==> src/rtl/button_debounce.sv <==
// Multi-channel pad synchronizer and debouncer: two-flop sync, stability counter,
// registered rise/fall pulses and a press-toggle latch per channel.
module button_debounce #(
    parameter int unsigned WIDTH         = 2,
    parameter int unsigned STABLE_CYCLES = 240000,
    parameter bit          INVERT        = 1'b1
) (
    input  logic             clk,
    input  logic             rst_n,
    input  logic [WIDTH-1:0] raw_i,
    output logic [WIDTH-1:0] level_o,
    output logic [WIDTH-1:0] rise_o,
    output logic [WIDTH-1:0] fall_o,
    output logic [WIDTH-1:0] toggle_o
);

    localparam int unsigned    CW      = (STABLE_CYCLES > 1) ? $clog2(STABLE_CYCLES) : 1;
    localparam logic [CW-1:0]  CNT_MAX = CW'(STABLE_CYCLES - 1);

    logic [WIDTH-1:0] w_in;
    logic [WIDTH-1:0] w_accept;
    logic [WIDTH-1:0] r_s1;
    logic [WIDTH-1:0] r_s2;
    logic [WIDTH-1:0] r_lvl;
    logic [WIDTH-1:0] r_rise;
    logic [WIDTH-1:0] r_fall;
    logic [WIDTH-1:0] r_tog;
    logic [CW-1:0]    r_cnt [WIDTH];

    assign w_in = raw_i ^ {WIDTH{INVERT}};

    // A channel accepts its synchronized value once it has differed from the
    // current level for STABLE_CYCLES consecutive edges.
    always_comb begin
        w_accept = '0;
        for (int unsigned k = 0; k < WIDTH; k++) begin
            w_accept[k] = (r_s2[k] != r_lvl[k]) && (r_cnt[k] == CNT_MAX);
        end
    end

    always_ff @(posedge clk or negedge rst_n) begin
        if (!rst_n) begin
            r_s1   <= '0;
            r_s2   <= '0;
            r_lvl  <= '0;
            r_rise <= '0;
            r_fall <= '0;
            r_tog  <= '0;
            for (int unsigned k = 0; k < WIDTH; k++) begin
                r_cnt[k] <= '0;
            end
        end else begin
            r_s1   <= w_in;
            r_s2   <= r_s1;
            r_lvl  <= r_lvl ^ w_accept;
            r_rise <= w_accept & r_s2;
            r_fall <= w_accept & ~r_s2;
            r_tog  <= r_tog ^ (w_accept & r_s2);
            for (int unsigned k = 0; k < WIDTH; k++) begin
                if ((r_s2[k] == r_lvl[k]) || w_accept[k]) begin
                    r_cnt[k] <= '0;
                end else begin
                    r_cnt[k] <= r_cnt[k] + CW'(1);
                end
            end
        end
    end

    assign level_o  = r_lvl;
    assign rise_o   = r_rise;
    assign fall_o   = r_fall;
    assign toggle_o = r_tog;

endmodule

==> config.mk <==
export PLATFORM = sky130hd
export DESIGN_NAME = button_debounce
export DESIGN_NICKNAME = d
export VERILOG_FILES = /design/src/rtl/button_debounce.sv
export SDC_FILE = /design/constraint.sdc
export NUM_CORES = 1
export LEC_CHECK = 0
export CAP_MARGIN = 25
export CORE_MARGIN = 1
export CORE_UTILIZATION = 45
export CTS_CLUSTER_SIZE = 30
export DETAILED_ROUTE_END_ITERATION = 8
export DONT_BUFFER_PORTS = 1
export HOLD_SLACK_MARGIN = 0.12
export MAX_ROUTING_LAYER = met4
export SYNTH_ARGS = -nofsm -noshare
export SYNTH_HDL_FRONTEND = slang
export SYNTH_SLANG_ARGS = --single-unit
export TNS_END_PERCENT = 100
==> constraint.sdc <==
create_clock -name clk -period 2.1 [get_ports clk]
set_input_delay 0.315 -clock clk [delete_from_list [all_inputs] [get_ports clk]]
set_output_delay 0.315 -clock clk [all_outputs]
set_load 0.05 [all_outputs]
==> qor.txt, run 1 <==
vias in the first global route: 1601
post-cts resize count: 0
Cells after DPL: 283
DR vias: 1641
period utilization: 93.25%
die height: 72.94 µm
Design Area, Final: 2504 µm²
hold crit path type: reg -> reg
Fillers: 433
core area: 4786 µm²
dpl hpwl: 2.956 mm
Final Hold Viols: 0
1st-iter DRT viols: 86
Finished Layout Cells: 295
Final GP Congestion: 0.8838
H-Tree Depth: 2
MaxCap Viol Count: 0
min Tclk post-route: 1.958 ns
met1 GRT Util: 26.13%
DIE AREA: 5320 µm²
slew margin rel.: 58.05%
CTS Buf Count: 5
commonest non-fill, non-tap cells in the layout: 48 x dfrtp_1, 34 x nor2_1, 16 x xor2_1, 14 x xnor2_1, 14 x nand3_1
GR Util All Layers: 19.13%
I/O pin total: 12
Port Buf Inserts: 0
CTS tree: built
Clock Tree Root: clkbuf_8
Clock Latency Late Sink: 0.30 ns
Clock transition at path regs: 0.09 ns
share of cells above drive strength 1: 8.333%
row count: 25
register area: 1201 µm²
count of unique library cells instantiated by Yosys: 39
FF-to-FF path depth: 4
final worst setup slack: 0.1418 ns
largest net degree at the start of global routing: 49
final setup TNS: 0 ns
antenna diode count: 0
Sink Count: 48
DR WL/cell: 14.66 µm
Yosys warnings: 0
CP endpoint kind: register
crit-path max FO: 18
CP arrival: 2.13 ns
post-synthesis sequential area ratio: 53.04%
DP Worst Slack: 0.1266 ns
WHS: 0.3514 ns
P_leak: 1.051 nW
clock buffer depth: 2
grt ovf: 0
antenna viol nets, final: 0
max-slew violation count: 0
hold path depth: 0
post-synthesis cell area: 2265 µm²
Top FF cell, synth: dfrtp_1
Most Used Layer, Global Route: met2
RSZ-0062 raised after global routing: false
kind of critical path: reg -> reg
VDD IR max: 0.3418 mV
DRC viols: 0
synthesis-to-finish area growth: 10.55%
grt met2 use: 27.21%
final setup skew: 0.006737 ns
Mapped Avg Cell Area: 10.44 µm²
Cell Area, Placed: 2352 µm²
Avg Vias per Cell: 5.563
startpoint types: register
most common cell after layout, fill and taps aside: dfrtp_1
initial core utilization: 47.32%
final setup vio count: 0
async set-reset flop share out of synthesis: 100.0%
TritonRoute pass-1 iters: 4
initial antenna violation count: 0
maximum achievable frequency: 0.5107 GHz
Seq cells post-synth: 48
Critical Path RT: 2.28 ns
Synth Instances: 217
nets: 233
Post-synth EDFFs: 0
final wirelength: 4.324 mm
status: complete, no violations
Die W: 72.94 µm
PwrDens: 635.4 nW/µm²
first-pass GRT wire length: 7.403 mm
Multi-input gate area: 1022 µm²
actual slew at the worst max-slew pin: 0.6235 ns
syn_nets: 223
met3 Use GR: 5.525%
## metal layers
metal | vias up | routed length (µm)
met5 | - | 0
met4 | 0 | 60
met3 | 5 | 173
met2 | 30 | 1964
met1 | 818 | 2125
li1 | 788 | -
## logic make-up (layout without fill, tap and decap cells)
| group | Yosys count | in the layout | synth area share, % |
|---|---|---|---|
| compound gates | 13 | 13 | 3.480 |
| simple gates | 112 | 112 | 27.51 |
| xor+xnor | 30 | 30 | 11.60 |
| mux | 3 | 3 | 1.436 |
| flops | 48 | 48 | 53.04 |
| fa+ha+maj | 2 | 2 | 1.105 |
| buf+inv | 9 | 20 | 1.823 |
## cells in the mapped netlist, drive strengths merged (2+ instances only)
cell	instances	area share, %
inv	4	0.66
and3	5	1.4
o21ai	3	0.66
nand4	13	3.9
nor2b	3	0.83
nor4	5	1.4
o31ai	3	0.99
nand3	14	3.1
dfrtp	48	53
xor2	16	6.2
a21oi	5	1.1
xnor2	14	5.4
or3	3	0.88
or4bb	2	0.99
ha	2	1.1
buf	3	0.77
nor4b	2	0.77
mux2	2	0.99
clkbuf	2	0.39
nor3b	3	0.99
or4	3	0.99
nand2	11	1.8
and4	7	2.8
nor3	3	0.66
nor2	34	5.6
## sequential cells by signal, summed over array words and instances (netlist names), named ones only
signal / cells
r_cnt: 36
fall_o: 2
r_s1: 2
r_s2: 2
rise_o: 2
toggle_o: 2
## critical path, cell delays in order (launching register included)
cell,delay [ns]
dfrtp_1,0.43
or4bb_1,0.51
nor4_1,0.32
a31o_2,0.46
nor2_1,0.11
## through the flow
stage	utilization (%)	total power [mW]
final	52.31	1.591
after global routing	52.31	1.652
after CTS	52.31	1.602
after detailed placement	49.15	1.009
after global placement	49.15	1.007
after floorplan	-	0.9978
## final timing paths
kind / startpoint / endpoint / slack (ns)
setup / recovery: r_cnt[30]$_DFF_PN0_ / r_cnt[25]$_DFF_PN0_ / 0.14
hold / removal: r_s1[0]$_DFF_PN0_ / r_s2[0]$_DFF_PN0_ / 0.35
setup reg to reg: r_cnt[30]$_DFF_PN0_ / r_cnt[25]$_DFF_PN0_ / 0.14
hold reg to reg: r_s1[0]$_DFF_PN0_ / r_s2[0]$_DFF_PN0_ / 0.35
max in group asynchronous: rst_n / r_cnt[33]$_DFF_PN0_ / 1.36
min in group asynchronous: rst_n / rise_o[0]$_DFF_PN0_ / 0.52
## power breakdown
group / switching (mW) / internal [mW]
clock network: 0.306 / 0.268
registers: 0.0161 / 0.936
logic: 0.0415 / 0.0233
## what timing repair did
action                                  in CTS  in global routing
endpoints found under the setup margin       0                  0
hold endpoints to repair                    50                  0
hold buffers                                 4                  0
buffers inserted                             0                  0
## layout make-up
type | count | share of cell area, %
inverters | 4 | 0.5997
clock buffers | 7 | 3.448
well taps | 67 | 3.348
clock inverters | 1 | 0.2999
flip-flops and latches | 48 | 47.98
repair buffers | 8 | 3.498
multi-input cells | 160 | 40.83
No activity file was read; power rests on OpenSTA's default activity.
==> run 2: changes to the inputs <==
--- a/config.mk
+++ b/config.mk
@@ -5,10 +5,9 @@
 export SDC_FILE = /design/constraint.sdc
 export NUM_CORES = 1
 export LEC_CHECK = 0
-export CAP_MARGIN = 25
 export CORE_MARGIN = 1
 export CORE_UTILIZATION = 45
-export CTS_CLUSTER_SIZE = 30
+export CTS_CLUSTER_SIZE = 14
 export DETAILED_ROUTE_END_ITERATION = 8
 export DONT_BUFFER_PORTS = 1
 export HOLD_SLACK_MARGIN = 0.12
==> results of run 2 <==
No change in the layout: final DEF, timing and power equal those of run 1.
==> run 3: changes to the inputs <==
==> constraint.sdc (replaced) <==
create_clock -name clk -period 1.7 [get_ports clk]
set_input_delay 0.255 -clock clk [delete_from_list [all_inputs] [get_ports clk]]
set_output_delay 0.255 -clock clk [all_outputs]
set_load 0.05 [all_outputs]
==> run 3 against run 2 <==
The run now ends with setup timing left. Via count increased by 4.6%. Combinational power is 61% higher. Final cell count up 12%. Setup slack got worse by 0.17 ns. First-iteration DRC count down 41%. Power increased by 24%. Core utilization increased by 6.3 points. Die area did not move. Clock power increased by 22%. Hold slack gained 0.0060 ns.
==> qor.txt, run 3 (synthesis gave the netlist of run 1 again) <==
vias in the first global route: 1709 (+6.7%)
final wirelength: 4.643 mm (+7.4%)
Sink Count: 48 (unchanged)
1st-iter DRT viols: 51 (-41%)
final setup vio count: 19 (+19)
RSZ-0062 raised after global routing: true
row count: 25 (unchanged)
final setup skew: 0.007623 ns (+0.0008862 ns)
maximum achievable frequency: 0.5774 GHz (+13%)
clock buffer depth: 2 (unchanged)
startpoint types: register
PwrDens: 705.5 nW/µm² (+11%)
synthesis-to-finish area growth: 23.92%
core area: 4786 µm² (unchanged)
commonest non-fill, non-tap cells in the layout: 48 x dfrtp_1, 37 x buf_4, 33 x nor2_1, 16 x xor2_1, 14 x xnor2_1
initial core utilization: 47.32% (unchanged)
Finished Layout Cells: 329 (+12%)
MaxCap Viol Count: 0 (unchanged)
TritonRoute pass-1 iters: 4 (unchanged)
die height: 72.94 µm (unchanged)
CP arrival: 1.92 ns (-0.21 ns)
Most flops, register: r_cnt
GR Util All Layers: 20.31% (+1.2 points)
Final Hold Viols: 0 (unchanged)
first-pass GRT wire length: 7.914 mm (+6.9%)
Tot Pwr: 1.980 mW (+24%)
Cells after DPL: 316 (+12%)
DR WL/cell: 14.11 µm (-3.7%)
violated checks: setup timing
crit-path max FO: 18 (unchanged)
Port Buf Inserts: 0 (unchanged)
nets: 267 (+15%)
share of cells above drive strength 1: 22.90% (+15 points)
I/O pin total: 12 (unchanged)
initial antenna violation count: 0 (unchanged)
Clock Latency Late Sink: 0.30 ns (about the same)
P_leak: 1.234 nW (+17%)
period utilization: 101.9% (+8.6 points)
Multi-input gate area: 1061 µm² (+3.8%)
Util after Layout: 58.64% (+6.3 points)
max-slew violation count: 0 (unchanged)
VDD IR max: 0.5556 mV (+63%)
antenna diode count: 0 (unchanged)
hold crit path type: reg -> reg
Design Area, Final: 2806 µm² (+12%)
DRC viols: 0 (unchanged)
Largest register FFs: 36 (unchanged)
Fillers: 407 (-6.0%)
H-Tree Depth: 2 (unchanged)
Clock Tree Root: clkbuf_8
final worst setup slack: -0.03181 ns (-0.1736 ns)
most common cell after layout, fill and taps aside: dfrtp_1
largest net degree at the start of global routing: 49 (unchanged)
CTS tree: built
Cell Area, Placed: 2619 µm² (+11%)
slew margin rel.: 66.75% (+8.7 points)
Final GP Congestion: 0.8704 (-1.5%)
DIE AREA: 5320 µm² (unchanged)
Die W: 72.94 µm (unchanged)
CP endpoint kind: register
antenna viol nets, final: 0 (unchanged)
Avg Vias per Cell: 5.219 (-6.2%)
register area: 1201 µm² (unchanged)
Clock transition at path regs: 0.08 ns (about the same)
Critical Path RT: 1.88 ns (-0.40 ns)
status: finished with violations
CTS Buf Count: 5 (unchanged)
kind of critical path: reg -> reg
dpl hpwl: 3.257 mm (+10%)
WHS: 0.3574 ns (+0.006040 ns)
actual slew at the worst max-slew pin: 0.4987 ns (-0.1248 ns)
grt ovf: 0 (unchanged)
min Tclk post-route: 1.732 ns (-0.2264 ns)
DR vias: 1717 (+4.6%)
[run 3: cell count changes in the layout (fill, tap and decap cells not counted), sizes merged]
cell      change
buf          +34
clkbuf        +1
clkinvlp      -1
[run 3: what timing repair did]
item                       4_1_cts  5_1_grt
gates resized for setup          0        7
setup buffers                    0        1
hold buffers                     4        0
setup endpoints to repair       19       38
gates cloned                     0        0
hold endpoints to repair        50        0
pin swaps                        1        3
[run 3: worst paths after layout]
kind	cells past startpoint	start	endpoint	slack (ns)
min	0	r_s1[0]$_DFF_PN0_	r_s2[0]$_DFF_PN0_	0.36
max in group asynchronous	2	rst_n	r_cnt[25]$_DFF_PN0_	1.02
min in group asynchronous	2	rst_n	fall_o[0]$_DFF_PN0_	0.46
max	5	r_cnt[35]$_DFF_PN0_	r_cnt[31]$_DFF_PN0_	-0.03
max reg2reg	5	r_cnt[35]$_DFF_PN0_	r_cnt[31]$_DFF_PN0_	-0.03
min reg2reg	0	r_s1[0]$_DFF_PN0_	r_s2[0]$_DFF_PN0_	0.36
[run 3: per-layer routing]
metal	up-vias	part of all wire, %	global-route usage [%]
met5	-	0	-
met4	0	1.5	8.497
met3	5	3.1	4.696
met2	33	46	29.91
met1	823	50	26.99
li1	856	-	-
[run 3: area by class of cell]
type                       instances  share of cell area [%]
sequential                        48                   42.80
clock buffer                       8                   3.210
timing repair buffer              42                   12.66
tap                               67                   2.987
inverter                           4                  0.5350
multi-input combinational        160                   37.81
[run 3: metrics by stage]
stage	setup WS [ns]	setup TNS [ns]
floorplan	-0.04618	-0.4434
CTS	-0.03503	-0.3943
detailed placement	-0.02000	-0.1411
finish	-0.03181	-0.3527
global route	-0.09715	-1.509
global placement	0.02135	0
[run 3: critical path: stages (launching register included)]
cell,delay (ns)
dfrtp_1,0.40
or4bb_1,0.52
nor4_2,0.27
a31o_2,0.23
buf_12,0.15
a21oi_1,0.05
[run 3: where the power goes]
group	switching, mW	total, mW	internal, mW	leakage (nW)
sequential	0.0155	1.17	1.16	0.656
clock	0.371	0.703	0.332	0.0455
combinational	0.0598	0.104	0.0446	0.532
total	0.446	1.98	1.53	1.23
